$ cat config.mk
export PLATFORM = sky130hd
export DESIGN_NAME = mult8x8_sequencer_flat
export DESIGN_NICKNAME = d
export VERILOG_FILES = /design/src/rtl/mult8x8_sequencer_pkg.sv /design/src/rtl/mult8x8_sequencer_if.sv /design/src/rtl/mult8x8_sequencer_mult4x4.sv /design/src/rtl/mult8x8_sequencer.sv /design/src/flat_wrapper.sv
export SDC_FILE = /design/constraint.sdc
export NUM_CORES = 1
export LEC_CHECK = 0
export ABC_AREA = 0
export BUFFER_PORTS_ARGS = -buffer_cell sky130_fd_sc_hd__buf_2
export CORE_MARGIN = 1
export CORE_UTILIZATION = 62
export CTS_CLUSTER_SIZE = 20
export DETAILED_ROUTE_END_ITERATION = 10
export PLACE_DENSITY = 0.86
export SLEW_MARGIN = 20
export SYNTH_ARGS = -nofsm -noshare
export SYNTH_HDL_FRONTEND = slang
export SYNTH_SLANG_ARGS = --single-unit
$ cat constraint.sdc
create_clock -name clk -period 7.9 [get_ports clk]
set_input_delay 0.395 -clock clk [delete_from_list [all_inputs] [get_ports clk]]
set_output_delay 0.395 -clock clk [all_outputs]
set_load 0.01 [all_outputs]
$ cat src/rtl/mult8x8_sequencer_pkg.sv
// Shared constants, state encoding and shift amounts for the 8x8 shift-add multiplier.
// Included first; everything else imports mult_pkg::*.
package mult_pkg;

   localparam int DATA_W = 8;
   localparam int PROD_W = 2 * DATA_W;
   localparam int NIB_W  = DATA_W / 2;

   localparam logic [3:0] SHIFT_0 = 4'd0;
   localparam logic [3:0] SHIFT_4 = 4'd4;
   localparam logic [3:0] SHIFT_8 = 4'd8;

   typedef enum logic [2:0] {
      IDLE = 3'd0,
      LSB  = 3'd1,
      MID1 = 3'd2,
      MID2 = 3'd3,
      MSB  = 3'd4,
      DONE = 3'd5,
      ERR  = 3'd6
   } state_t;

   function automatic logic is_busy(input state_t s);
      return (s == LSB) || (s == MID1) || (s == MID2) || (s == MSB);
   endfunction

endpackage

$ cat src/rtl/mult8x8_sequencer_if.sv
// Request/result bundle between a requester and the multiplier sequencer.
// The err signal exists only when MULT_SEQ_ERR_EN is defined.
interface mult8x8_sequencer_if
   import mult_pkg::*;
   ();

   logic              start;
   logic [DATA_W-1:0] dataa;
   logic [DATA_W-1:0] datab;
   logic              busy;
   logic              done_flag;
   logic [PROD_W-1:0] product_out;
   logic              reg_ena;
   logic              reg_sclr_n;
   logic [2:0]        state_out;
`ifdef MULT_SEQ_ERR_EN
   logic              err;

   modport master (output start, dataa, datab,
                   input  busy, done_flag, product_out, reg_ena, reg_sclr_n, state_out, err);
   modport slave  (input  start, dataa, datab,
                   output busy, done_flag, product_out, reg_ena, reg_sclr_n, state_out, err);
`else
   modport master (output start, dataa, datab,
                   input  busy, done_flag, product_out, reg_ena, reg_sclr_n, state_out);
   modport slave  (input  start, dataa, datab,
                   output busy, done_flag, product_out, reg_ena, reg_sclr_n, state_out);
`endif

endinterface

$ cat src/rtl/mult8x8_sequencer_mult4x4.sv
// Combinational unsigned NIB_W x NIB_W -> DATA_W partial-product multiplier.
// Zero latency, no flow control.
module mult4x4
   import mult_pkg::*;
(
   input  logic [NIB_W-1:0]  a,
   input  logic [NIB_W-1:0]  b,
   output logic [DATA_W-1:0] p
);

   assign p = DATA_W'(a) * DATA_W'(b);

endmodule

$ cat src/rtl/mult8x8_sequencer.sv
// Sequential 8x8 unsigned multiplier: 4 shift-add steps, result on a one-cycle DONE pulse 5 edges after acceptance.
// start is only sampled in IDLE; with MULT_SEQ_ERR_EN a start while busy aborts into ERR and sets a sticky err.
module mult8x8_sequencer
   import mult_pkg::*;
(
   input  logic                 clk,
   input  logic                 sclr,
   mult8x8_sequencer_if.slave   bus
);

   state_t            state_q, state_d;
   logic [DATA_W-1:0] a_q, a_d;
   logic [DATA_W-1:0] b_q, b_d;
   logic [PROD_W-1:0] acc_q, acc_d;

   logic [NIB_W-1:0]  op_a, op_b;
   logic [DATA_W-1:0] pp;
   logic [3:0]        shamt;
   logic [PROD_W-1:0] pp_shifted;

   // Each step picks one nibble pair and its weight in the final product.
   always_comb begin
      op_a  = a_q[NIB_W-1:0];
      op_b  = b_q[NIB_W-1:0];
      shamt = SHIFT_0;
      case (state_q)
         MID1: begin
            op_a  = a_q[DATA_W-1:NIB_W];
            shamt = SHIFT_4;
         end
         MID2: begin
            op_b  = b_q[DATA_W-1:NIB_W];
            shamt = SHIFT_4;
         end
         MSB: begin
            op_a  = a_q[DATA_W-1:NIB_W];
            op_b  = b_q[DATA_W-1:NIB_W];
            shamt = SHIFT_8;
         end
         default: ;
      endcase
   end

   mult4x4 u_pp (
      .a (op_a),
      .b (op_b),
      .p (pp)
   );

   assign pp_shifted = PROD_W'(pp) << shamt;

`ifdef MULT_SEQ_ERR_EN
   logic err_q, err_d;
`endif

   always_comb begin
      state_d = state_q;
      a_d     = a_q;
      b_d     = b_q;
      acc_d   = acc_q;
`ifdef MULT_SEQ_ERR_EN
      err_d   = err_q;
`endif
      case (state_q)
         IDLE: begin
            if (bus.start) begin
               state_d = LSB;
               a_d     = bus.dataa;
               b_d     = bus.datab;
               acc_d   = '0;
`ifdef MULT_SEQ_ERR_EN
               err_d   = 1'b0;
`endif
            end
         end
         LSB: begin
            acc_d   = pp_shifted;
            state_d = MID1;
         end
         MID1: begin
            acc_d   = acc_q + pp_shifted;
            state_d = MID2;
         end
         MID2: begin
            acc_d   = acc_q + pp_shifted;
            state_d = MSB;
         end
         MSB: begin
            acc_d   = acc_q + pp_shifted;
            state_d = DONE;
         end
         default: state_d = IDLE;
      endcase
`ifdef MULT_SEQ_ERR_EN
      // A second request mid-operation abandons the current product.
      if (is_busy(state_q) && bus.start) begin
         state_d = ERR;
         acc_d   = acc_q;
         err_d   = 1'b1;
      end
`endif
   end

   always_ff @(posedge clk) begin
      if (sclr) begin
         state_q <= IDLE;
         a_q     <= '0;
         b_q     <= '0;
         acc_q   <= '0;
`ifdef MULT_SEQ_ERR_EN
         err_q   <= 1'b0;
`endif
      end else begin
         state_q <= state_d;
         a_q     <= a_d;
         b_q     <= b_d;
         acc_q   <= acc_d;
`ifdef MULT_SEQ_ERR_EN
         err_q   <= err_d;
`endif
      end
   end

   assign bus.busy        = is_busy(state_q);
   assign bus.done_flag   = (state_q == DONE);
   assign bus.reg_ena     = (state_q == DONE);
   assign bus.product_out = acc_q;
   // Downstream register is cleared on reset and again on every accepted request.
   assign bus.reg_sclr_n  = !(sclr || ((state_q == IDLE) && bus.start));
   assign bus.state_out   = state_q;
`ifdef MULT_SEQ_ERR_EN
   assign bus.err         = err_q;
`endif

endmodule

$ cat src/flat_wrapper.sv
// flat-port wrapper written by rule: the top's interface ports become plain ports
module mult8x8_sequencer_flat import mult_pkg::*;
  (clk, sclr, bus_start, bus_dataa, bus_datab, bus_busy, bus_done_flag, bus_product_out, bus_reg_ena, bus_reg_sclr_n, bus_state_out);
  mult8x8_sequencer_if bus_i ();
  input  logic clk;
  input  logic sclr;
  input wire logic [$bits(bus_i.start)-1:0] bus_start;
  input wire logic [$bits(bus_i.dataa)-1:0] bus_dataa;
  input wire logic [$bits(bus_i.datab)-1:0] bus_datab;
  output wire logic [$bits(bus_i.busy)-1:0] bus_busy;
  output wire logic [$bits(bus_i.done_flag)-1:0] bus_done_flag;
  output wire logic [$bits(bus_i.product_out)-1:0] bus_product_out;
  output wire logic [$bits(bus_i.reg_ena)-1:0] bus_reg_ena;
  output wire logic [$bits(bus_i.reg_sclr_n)-1:0] bus_reg_sclr_n;
  output wire logic [$bits(bus_i.state_out)-1:0] bus_state_out;
  assign bus_i.start = bus_start;
  assign bus_i.dataa = bus_dataa;
  assign bus_i.datab = bus_datab;
  assign bus_busy = bus_i.busy;
  assign bus_done_flag = bus_i.done_flag;
  assign bus_product_out = bus_i.product_out;
  assign bus_reg_ena = bus_i.reg_ena;
  assign bus_reg_sclr_n = bus_i.reg_sclr_n;
  assign bus_state_out = bus_i.state_out;
  mult8x8_sequencer u_core (.clk(clk), .sclr(sclr), .bus(bus_i));
endmodule
# Word-level counts from Yosys, hierarchy flattened
# Index checks and enable logic that the tools add are counted.
dict set report word_totals {
  reg_bits 35
  latchBits 0
  ram_bits 0
  mem_bits_ro 0
  inputBits 19
  out_inout_bits 23
  wordCells 34
  mem_count 0
}
dict set report op_classes {
  add_sub_neg 1
  mul 1
  div 0
  order_cmp 0
  n_eq_ne 6
  n_shift 1
  n_mux 7
  bitwise_logic 0
  reduce_logical 14
}
# operator count
set ops {}
lappend ops {{one-hot mux 16 bit (3 select lines)} 1}
lappend ops {{adder 16 bit} 1}
lappend ops {{2-to-1 mux 16 bit} 1}
lappend ops {{left shift 8 x 4 -> 16 bit} 1}
lappend ops {{one-hot mux 3 bit (5 select lines)} 1}
lappend ops {{multiplier 4 x 4 -> 8 bit} 1}
lappend ops {{2-to-1 mux 4 bit} 2}
lappend ops {{one-hot mux 4 bit (2 select lines)} 1}
lappend ops {{== test 3 x 2 -> 1 bit, second input constant} 2}
lappend ops {{== test 3 bit, second input constant} 2}
lappend ops {{OR reduction 2 bit} 3}
lappend ops {{logical OR 1 bit} 4}
lappend ops {{AND reduction 2 bit} 2}
lappend ops {{== test 3 x 1 -> 1 bit, second input constant} 1}
lappend ops {{logical NOT 3 bit} 1}
lappend ops {{2-to-1 mux 3 bit} 1}
lappend ops {{nonzero test 3 bit} 1}
lappend ops {{OR reduction 3 bit} 1}
lappend ops {{inequality test 2 bit, second input constant} 1}
lappend ops {{logical AND 1 bit} 1}
lappend ops {{logical NOT 1 bit} 1}

# Depth between registers and ports, before layout
# Gate-level depths: netlist (run 1).
dict set report logic_depth {
  ltp_word 7
  depth_mapped 25
  ltp_nobuf 24
}

# Hierarchy
# A second synthesis (run 1) with hierarchy kept.
dict set report unflattened {
  hier_cells 379
  area_unflattened_um2 3052.9
}
# module instances cells_each area_per_inst_um2 seq_area_each_um2
set by_module_without_submodules {}
lappend by_module_without_submodules {mult8x8_sequencer 1 328 2588.7 700.7}
lappend by_module_without_submodules {mult4x4 1 51 464.2 0.0}

# Worst setup path after synthesis (run 1)
# OpenSTA, ideal clock, no wires.
dict set report synth_path {
  kind {flip-flop to flip-flop}
  from {register u_core.state_q[2], in the netlist u_core.bus.state_out[2]}
  to {register u_core.acc_q[12], in the netlist u_core.bus.product_out[12]}
  setup_ns 0.126
  t_arrival_ns 5.217
  required_time_ns 7.774
  slack_ns 2.557
  stages_incl_launch_ff 21
  n_path_buf 0
  synth_period_minus_slack_ns 5.343
  cell_sequence {dfxtp_1 -> or2b_1 -> a21oi_1 -> mux2i_1 -> or2_2 -> fa_1 -> inv_1 -> fa_1 -> ha_1 -> a211oi_1 -> o21bai_1 -> a21oi_1 -> xnor2_1 -> a21oi_1 -> nor2_1 -> ha_1 -> a2111oi_0 -> o21ai_0 -> a311oi_1 -> xor2_1 -> o21ai_0}
}
dict set report synth_between {
  elab_chain_cells 7
  word_cells_on_any_way 19
  classes_between {1 x add/sub; 1 x mul; 5 x eq/ne; 1 x shift; 4 x mux; 7 x reduce/logical}
}
# item line_no
set synth_lines {}
lappend synth_lines {{from (decl)} mult8x8_sequencer.sv:11} ;# state_t state_q, state_d;
lappend synth_lines {{from (signal assigned)} mult8x8_sequencer.sv:114} ;# state_q <= state_d;
lappend synth_lines {{== test 3 bit or == test 3 x 2 -> 1 bit (tied branches)} {mult8x8_sequencer.sv:26, mult8x8_sequencer.sv:64}}
lappend synth_lines {{OR reduction 2 bit (no line)} -}
lappend synth_lines {{2-to-1 mux 4 bit} mult8x8_sequencer.sv:26} ;# case (state_q)
lappend synth_lines {{multiplier 4 x 4 -> 8 bit} mult8x8_sequencer_mult4x4.sv:11} ;# assign p = DATA_W'(a) * DATA_W'(b);
lappend synth_lines {{left shift 8 x 4 -> 16 bit} mult8x8_sequencer.sv:50} ;# assign pp_shifted = PROD_W'(pp) << shamt;
lappend synth_lines {{adder 16 bit} {mult8x8_sequencer.sv:81, mult8x8_sequencer.sv:85, mult8x8_sequencer.sv:89}}
lappend synth_lines {{one-hot mux 16 bit (3 select lines)} mult8x8_sequencer.sv:64} ;# case (state_q)
lappend synth_lines {{to (signal assigned)} mult8x8_sequencer.sv:109} ;# acc_q <= '0;
lappend synth_lines {{to (signal assigned)} mult8x8_sequencer.sv:117} ;# acc_q <= acc_d;
lappend synth_lines {{to (decl)} mult8x8_sequencer.sv:14} ;# logic [PROD_W-1:0] acc_q, acc_d;
# Parallel ways exist; a longest one is shown, timed or not.
# A chain may end at the register's enable or synchronous reset.

# Worst setup path after layout (run 1)
dict set report layout_path {
  from {register u_core.state_q[1], in the netlist u_core.bus.state_out[1]}
  to {register u_core.acc_q[10], in the netlist u_core.bus.product_out[10]}
}
# The elaborated chain is that of the path after synthesis.

==> results of run 1 <==
==> layer usage <==
metal / up-vias / wire length (microns) / GRT usage, %
met1: 1267 / 3160 / 41.7
li1: 1339 / - / -
met4: 0 / 158 / 11.0
met2: 107 / 2970 / 45.1
met5: - / 0 / 0
met3: 19 / 492 / 5.76
==> worst max-delay path: cells and delay by family (launching register included) <==
family,cells,cell delay [ps]
buf+inv,1,50
flops,1,610
compound gates,9,2350
mux,1,270
fa+ha+maj,4,1650
xor+xnor,2,380
simple gates,3,830
==> per-stage QoR <==
step	instances	area [sq um]	util [%]	hold WS, ps	worst slack [ps]
final	444	3070	74.2	328	1640
after global routing	444	3070	74.2	326	1060
after CTS	444	3070	74.2	329	1710
after detailed placement	436	2980	71.9	452	1730
after global placement	436	2980	71.9	445	1870
after floorplan	358	2760	-	436	2560
==> worst max-delay path by stage <==
stage | from | endpoint | slack [ps] | depth (start not counted)
2_1_floorplan | u_core.bus.state_out[2]$_SDFFE_PP0P_ | u_core.bus.product_out[12]$_SDFFE_PP0P_ | 2560 | 20
3_3_place_gp | u_core.bus.state_out[1]$_SDFFE_PP0P_ | u_core.bus.product_out[12]$_SDFFE_PP0P_ | 1870 | 20
3_5_place_dp | u_core.bus.state_out[1]$_SDFFE_PP0P_ | u_core.bus.product_out[10]$_SDFFE_PP0P_ | 1730 | 20
4_1_cts | u_core.bus.state_out[1]$_SDFFE_PP0P_ | u_core.bus.product_out[10]$_SDFFE_PP0P_ | 1710 | 20
5_1_grt | u_core.bus.state_out[1]$_SDFFE_PP0P_ | u_core.bus.product_out[12]$_SDFFE_PP0P_ | 1060 | 20
6_report | u_core.bus.state_out[1]$_SDFFE_PP0P_ | u_core.bus.product_out[10]$_SDFFE_PP0P_ | 1640 | 20
==> synthesized netlist by cell type, drive strengths merged, types with 5 or more instances <==
cell | n | area, sq um
xnor2 | 12 | 105
o21ai | 18 | 93.8
fa | 5 | 100
ha | 27 | 338
dfxtp | 35 | 701
inv | 12 | 45.0
nand3 | 6 | 35.0
clkbuf | 11 | 41.3
nor2 | 42 | 158
a21oi | 37 | 185
mux2i | 9 | 90.1
nand2b | 5 | 31.3
a21o | 6 | 45.0
nand2 | 53 | 199
nor3 | 9 | 45.0
==> cell families (layout without fill, tap and decap cells) <==
kind of cell	count (synthesis)	after routing
AOI/OAI and AO/OA	96	96
xor gates and xnor gates	16	16
adders and majority gates	32	32
buffers and inverters	27	63
DFF	35	35
muxes	9	9
and+or+nand+nor	143	143
==> layout make-up <==
type	count	area (sq um)
Multi-Input combinational cell	296	1950
Fill cell	337	1070
Sequential cell	35	701
Timing Repair Buffer	43	220
Clock buffer	5	68.8
Tap cell	50	62.6
Inverter	12	45.0
Clock inverter	3	25.0
==> power by group <==
part	internal (mW)	total (mW)	switching [mW]
combinational	0.0468	0.135	0.0881
clock	0.0630	0.136	0.0732
sequential	0.188	0.202	0.0138
total	0.298	0.473	0.175
==> flip-flops by register name (all words and copies together) (netlist names) <==
| signal | flops |
|---|---|
| u_core.bus.product_out | 16 |
| u_core.bus.state_out | 3 |
| u_core.a_q | 8 |
| u_core.b_q | 8 |
==> impl_metrics.csv, run 1 <==
group,metric,value,unit
outcome,outcome,"finished clean",
worst_setup_path,regToRegEndpoint,"u_core.bus.product_out[10]$_SDFFE_PP0P_",
power_and_ir_drop,vdd.ir_drop.worst,0.141,mV
logic_synthesis,synth_top_family_by_area,"simple AND/OR/NAND/NOR gates",
final_layout,finish.net_count,444,
detailed_routing,vias_per_cell,6.15,
final_layout,num_antenna_cells,0,
clock_network,worst_skew_pair.late_latency,290,ps
worst_hold_path,hold_path_startpoint,"bus_datab[5]",
timing,maxClockFrequency,160,MHz
clock_network,longest_clk_path_bufs,2,
place,gp_routability_congestion,0.963,
logic_synthesis,synth.avg_cell_area,7.71,sq um
clock_network,cts_hold_repair.buffers,0,
logic_synthesis,synth_nets,409,
floorplan,num_io_pins,42,
clock_network,cts.sink_count,35,
logic_synthesis,synth_edf_count,0,
grt,overflow,0,
detailed_routing,drt-wirelength-per-cell,15.3,microns
timing,finClkSkew,9.17,ps
final_layout,mostFrequentLayoutCell,"sky130_fd_sc_hd__nand2_1",
power_and_ir_drop,power_density,154,nW/um^2
worst_setup_path,crit_fanout,14,
clock_network,cts_setup_buffers,0,
logic_synthesis,synth.area.mux_share,3.26,%
final_layout,flow.area_growth_from_synthesis,11.3,%
logic_synthesis,postSynthRegisterBits,35,
clock_network,cts_inserted_buffers,5,
timing,timing_hold_violations_final,0,
timing,aggregate_negative_setup_slack,0,ps
power_and_ir_drop,total_leakage_power,1.42,nW
clock_network,clk_pin_slew_worst_paths,80,ps
detailed_routing,remaining_drc_errors,0,
timing,finalCriticalPeriod,6260,ps
timing,final-setup-viol-count,0,
detailed_routing,initialDrtViolationCount,237,
final_layout,drive_gt1_share,14.7,%
power_and_ir_drop,post-layout-total-power,0.473,mW
logic_synthesis,postSynth.asyncResetShare,0,%
logic_synthesis,synth_simple_gate_area_share,24.4,%
place,place.detailed.hpwl,5110,microns
worst_hold_path,worst_hold_path_endpoint,"u_core.b_q[5]$_SDFFE_PP0P_",
final_layout,layout_common_cells,"sky130_fd_sc_hd__nand2_1 (53), sky130_fd_sc_hd__nor2_1 (42), sky130_fd_sc_hd__buf_2 (41)",
floorplan,row_count,23,
timing,timing.max_slew.rel_slack,47.5,%
clock_network,post_cts_resized,0,
logic_synthesis,synth_ff_type,"sky130_fd_sc_hd__dfxtp_1",
detailed_routing,route.vias.total,2732,
logic_synthesis,post_synth_fa_ha_maj_area_fraction,15.9,%
clock_network,cts.root.buffer_cell,"sky130_fd_sc_hd__clkbuf_8",
grt,antenna_found_initial,0,
clock_network,htree_levels,2,
grt,grt_pass1_vias,2272,
worst_setup_path,timing.critical_path.from_type,"flip-flop",
logic_synthesis,yosysUniqueCellTypes,55,
worst_setup_path,setup.worst_path.class,"flip-flop to flip-flop",
logic_synthesis,mappedNetlistArea,2760,sq um
logic_synthesis,yosysWarningCount,0,
worst_setup_path,critical-path-slowest-cell,"sky130_fd_sc_hd__dfxtp_1",
timing,finalCritPeriodShare,79.3,%
worst_setup_path,worst_setup_path_end_kind,"flip-flop",
job,max_cap_violations,0,
place,io_buffer_count,41,
worst_setup_path,worst_path_most_repeated_cell,"sky130_fd_sc_hd__a21oi_1",
logic_synthesis,synth-xor-area-share,5.07,%
floorplan,floorplan.initialDensity,66.6,%
worst_setup_path,required,8060,ps
clock_network,cts_tree,"built",
timing,tightestPinTransition,787,ps
worst_hold_path,min_path_cells,3,
timing,drv_slew,0,
grt,grt.total_usage,29.8,%
grt,pin_count_of_the_biggest_net_entering_global_routing,32,
worst_setup_path,worst-r2r-cell-count,20,
detailed_routing,final_antenna_net_count,0,
logic_synthesis,post_synth_inst_count,358,
grt,first_pass_grt_wire_length,10500,microns
detailed_routing,detail_route.wirelength,6780,microns
detailed_routing,drt_pass1_iterations,5,
floorplan,die_x,68.7,microns
worst_setup_path,timing.rr.start,"u_core.bus.state_out[1]$_SDFFE_PP0P_",
logic_synthesis,sequential_area_share_after_synthesis,25.4,%
worst_setup_path,crit_chain,"nand2b_1, a21oi_1, mux2i_1, or2_2, fa_1, inv_1, fa_1, ha_1, a211oi_1, o21bai_1, a21oi_1, xnor2_1, a21oi_1, nor2_1, ha_1, a2111oi_0, o21ai_0, a41oi_1, xor2_1, o21ai_0",
floorplan,die_y,68.7,microns
floorplan,core_area,4140,sq um
worst_hold_path,hold_crit_path_type,"input pin to flip-flop",
worst_setup_path,crit_arrival,6430,ps
logic_synthesis,synth-compound-area-share,22.1,%
timing,grt_setup_unrepaired,"false",
worst_setup_path,worst-r2r-setup-slack,1640,ps
worst_setup_path,critical_path.max_stage_delay,610,ps
floorplan,fp.dieArea,4720,sq um
Power figures use the tool's default switching activity.
==> run 2, diff against run 1 <==
--- a/config.mk
+++ b/config.mk
@@ -8,10 +8,10 @@
 export ABC_AREA = 0
 export BUFFER_PORTS_ARGS = -buffer_cell sky130_fd_sc_hd__buf_2
 export CORE_MARGIN = 1
-export CORE_UTILIZATION = 62
+export CORE_UTILIZATION = 52
 export CTS_CLUSTER_SIZE = 20
 export DETAILED_ROUTE_END_ITERATION = 10
-export PLACE_DENSITY = 0.86
+export PLACE_DENSITY = 0.77
 export SLEW_MARGIN = 20
 export SYNTH_ARGS = -nofsm -noshare
 export SYNTH_HDL_FRONTEND = slang
==> constraint.sdc (replaced) <==
create_clock -name clk -period 5.3 [get_ports clk]
set_input_delay 0.265 -clock clk [delete_from_list [all_inputs] [get_ports clk]]
set_output_delay 0.265 -clock clk [all_outputs]
set_load 0.01 [all_outputs]
==> impl_metrics.csv, run 2 (same netlist as run 1, synthesis figures left out) <==
group,metric,value,unit
outcome,outcome,"finished clean",
detailed_routing,drt_pass1_iterations,5,
final_layout,finish.net_count,472,
detailed_routing,route.vias.total,2810,
detailed_routing,vias_per_cell,5.72,
grt,grt_pass1_vias,2587,
floorplan,row_count,26,
timing,finalCritPeriodShare,97.2,%
worst_setup_path,setup.worst_path.class,"flip-flop to flip-flop",
place,place.detailed.hpwl,5380,microns
timing,tightestPinTransition,792,ps
place,place_inst,479,
place,gp_routability_congestion,0.925,
grt,antenna_found_initial,0,
detailed_routing,drt-wirelength-per-cell,14.6,microns
worst_setup_path,crit_arrival,5330,ps
worst_setup_path,critical-path-slowest-cell,"sky130_fd_sc_hd__fa_1",
grt,first_pass_grt_wire_length,11200,microns
worst_setup_path,worst-r2r-setup-slack,150,ps
worst_setup_path,critical_path.max_stage_delay,520,ps
power_and_ir_drop,vdd.ir_drop.worst,0.203,mV
final_layout,post-route-util,67.0,%
power_and_ir_drop,power_density,219,nW/um^2
worst_setup_path,worst-r2r-cell-count,22,
job,max_cap_violations,0,
final_layout,layout_common_cells,"sky130_fd_sc_hd__nand2_1 (53), sky130_fd_sc_hd__nor2_1 (41), sky130_fd_sc_hd__buf_2 (41)",
power_and_ir_drop,total_leakage_power,1.58,nW
final_layout,fillers,457,
worst_setup_path,crit_chain,"or3b_4, o21ai_2, mux2i_1, or2_2, fa_1, inv_1, fa_1, buf_4, ha_4, a21o_1, a21oi_1, xnor2_1, mux2i_2, nor2_1, ha_1, o2111ai_1, nor3_2, buf_4, o211a_1, nor2_1, xnor2_1, o211ai_2",
worst_setup_path,critical_path.top_delay_family,"adder cells",
floorplan,num_io_pins,42,
worst_setup_path,crit_fanout,6,
detailed_routing,detail_route.wirelength,7190,microns
final_layout,mostFrequentLayoutCell,"sky130_fd_sc_hd__nand2_1",
worst_setup_path,critical_path_buf_inv_count,3,
worst_setup_path,timing.rr.start,"u_core.bus.state_out[2]$_SDFFE_PP0P_",
timing,timing.max_slew.rel_slack,47.2,%
place,placement.cell_area,3180,sq um
worst_setup_path,timing.critical_path.from_type,"flip-flop",
worst_setup_path,required,5480,ps
floorplan,fp.dieArea,5610,sq um
timing,aggregate_negative_setup_slack,0,ps
clock_network,cts_tree,"built",
place,io_buffer_count,41,
worst_hold_path,worst_hold_path_endpoint,"u_core.b_q[5]$_SDFFE_PP0P_",
worst_hold_path,hold_path_startpoint,"bus_datab[5]",
timing,maxClockFrequency,194,MHz
final_layout,flow.area_growth_from_synthesis,23.9,%
clock_network,longest_clk_path_bufs,2,
final_layout,drive_gt1_share,25.2,%
clock_network,worst_skew_pair.late_latency,290,ps
worst_hold_path,hold_crit_path_type,"input pin to flip-flop",
timing,final-setup-viol-count,0,
detailed_routing,initialDrtViolationCount,151,
clock_network,cts.root.buffer_cell,"sky130_fd_sc_hd__clkbuf_8",
timing,finClkSkew,7.20,ps
clock_network,cts_hold_repair.buffers,0,
final_layout,final_cells,491,
power_and_ir_drop,post-layout-total-power,0.748,mW
floorplan,die_x,74.9,microns
grt,overflow,0,
worst_hold_path,min_path_cells,3,
floorplan,core_area,5110,sq um
clock_network,cts_inserted_buffers,5,
clock_network,htree_levels,2,
final_layout,largest_register_ff_count,16,
clock_network,clk_pin_slew_worst_paths,80,ps
grt,grt.total_usage,26.1,%
final_layout,num_antenna_cells,0,
grt,pin_count_of_the_biggest_net_entering_global_routing,32,
timing,finalCriticalPeriod,5150,ps
detailed_routing,remaining_drc_errors,0,
floorplan,die_y,74.9,microns
detailed_routing,final_antenna_net_count,0,
timing,drv_slew,0,
timing,timing_hold_violations_final,0,
worst_setup_path,worst_setup_path_end_kind,"flip-flop",
final_layout,final_area,3420,sq um
clock_network,cts.sink_count,35,
floorplan,floorplan.initialDensity,54.1,%
worst_setup_path,regToRegEndpoint,"u_core.bus.product_out[15]$_SDFFE_PP0P_",
==> run 2: cell count changes in the layout (fill, tap and decap cells not counted), sizes merged <==
cell      previous run  this run
buf                 43        71
clkinvlp             1         0
clkbuf               5         6
clkinv               2         1
==> run 2: layout make-up <==
class,count,area [sq um],area share (%)
Tap cell,70,87.6,2.56
Multi-Input combinational cell,296,2070,60.5
Clock buffer,6,82.6,2.41
Inverter,12,45.0,1.32
Timing Repair Buffer,71,430,12.6
Clock inverter,1,5.00,0.146
Sequential cell,35,702,20.5
==> run 2: what timing repair did <==
| item | CTS | global route |
|---|---|---|
| endpoints found under the setup margin | 6 | 9 |
| resized for setup | 4 | 22 |
| pin swaps | 0 | 9 |
| gates cloned | 0 | 0 |
| buffers inserted | 0 | 5 |
==> run 2: report_power, final <==
| group | internal (mW) | leakage [nW] | switching [mW] |
|---|---|---|---|
| registers | 0.281 | 0.285 | 0.0124 |
| logic | 0.104 | 1.24 | 0.150 |
| clock network | 0.102 | 0.0470 | 0.0990 |
| total | 0.487 | 1.58 | 0.261 |
==> run 2: worst min-delay path, cell delays in order <==
cell	delay, ps
sky130_fd_sc_hd__buf_2	100
sky130_fd_sc_hd__nand2_1	40
sky130_fd_sc_hd__a21oi_1	50
==> run 2: per-stage QoR <==
step	hold slack [ps]	setup slack, ps
after global placement	444	93.9
after global routing	215	-77.7
final	212	147
after CTS	205	16.6
after floorplan	401	86.3
after detailed placement	446	-73.9
==> run 2: per-layer routing <==
metal	part of all wire, %	GRT usage, %
met2	49	44.5
met3	4.8	4.55
met1	44	32.3
met4	2.4	11.5
met5	0	0
==> run 2: worst max-delay path by stage <==
stage                                                    start                                      end  slack (ps)  cells after the start
after detailed placement  u_core.bus.state_out[2]$_SDFFE_PP0P_  u_core.bus.product_out[12]$_SDFFE_PP0P_         -70                     20
after global placement    u_core.bus.state_out[2]$_SDFFE_PP0P_  u_core.bus.product_out[13]$_SDFFE_PP0P_          90                     23
after floorplan           u_core.bus.state_out[2]$_SDFFE_PP0P_  u_core.bus.product_out[12]$_SDFFE_PP0P_          90                     21
final                     u_core.bus.state_out[2]$_SDFFE_PP0P_  u_core.bus.product_out[15]$_SDFFE_PP0P_         150                     22
after CTS                 u_core.bus.state_out[2]$_SDFFE_PP0P_  u_core.bus.product_out[15]$_SDFFE_PP0P_          20                     23
after global routing      u_core.bus.state_out[2]$_SDFFE_PP0P_  u_core.bus.product_out[15]$_SDFFE_PP0P_         -80                     24
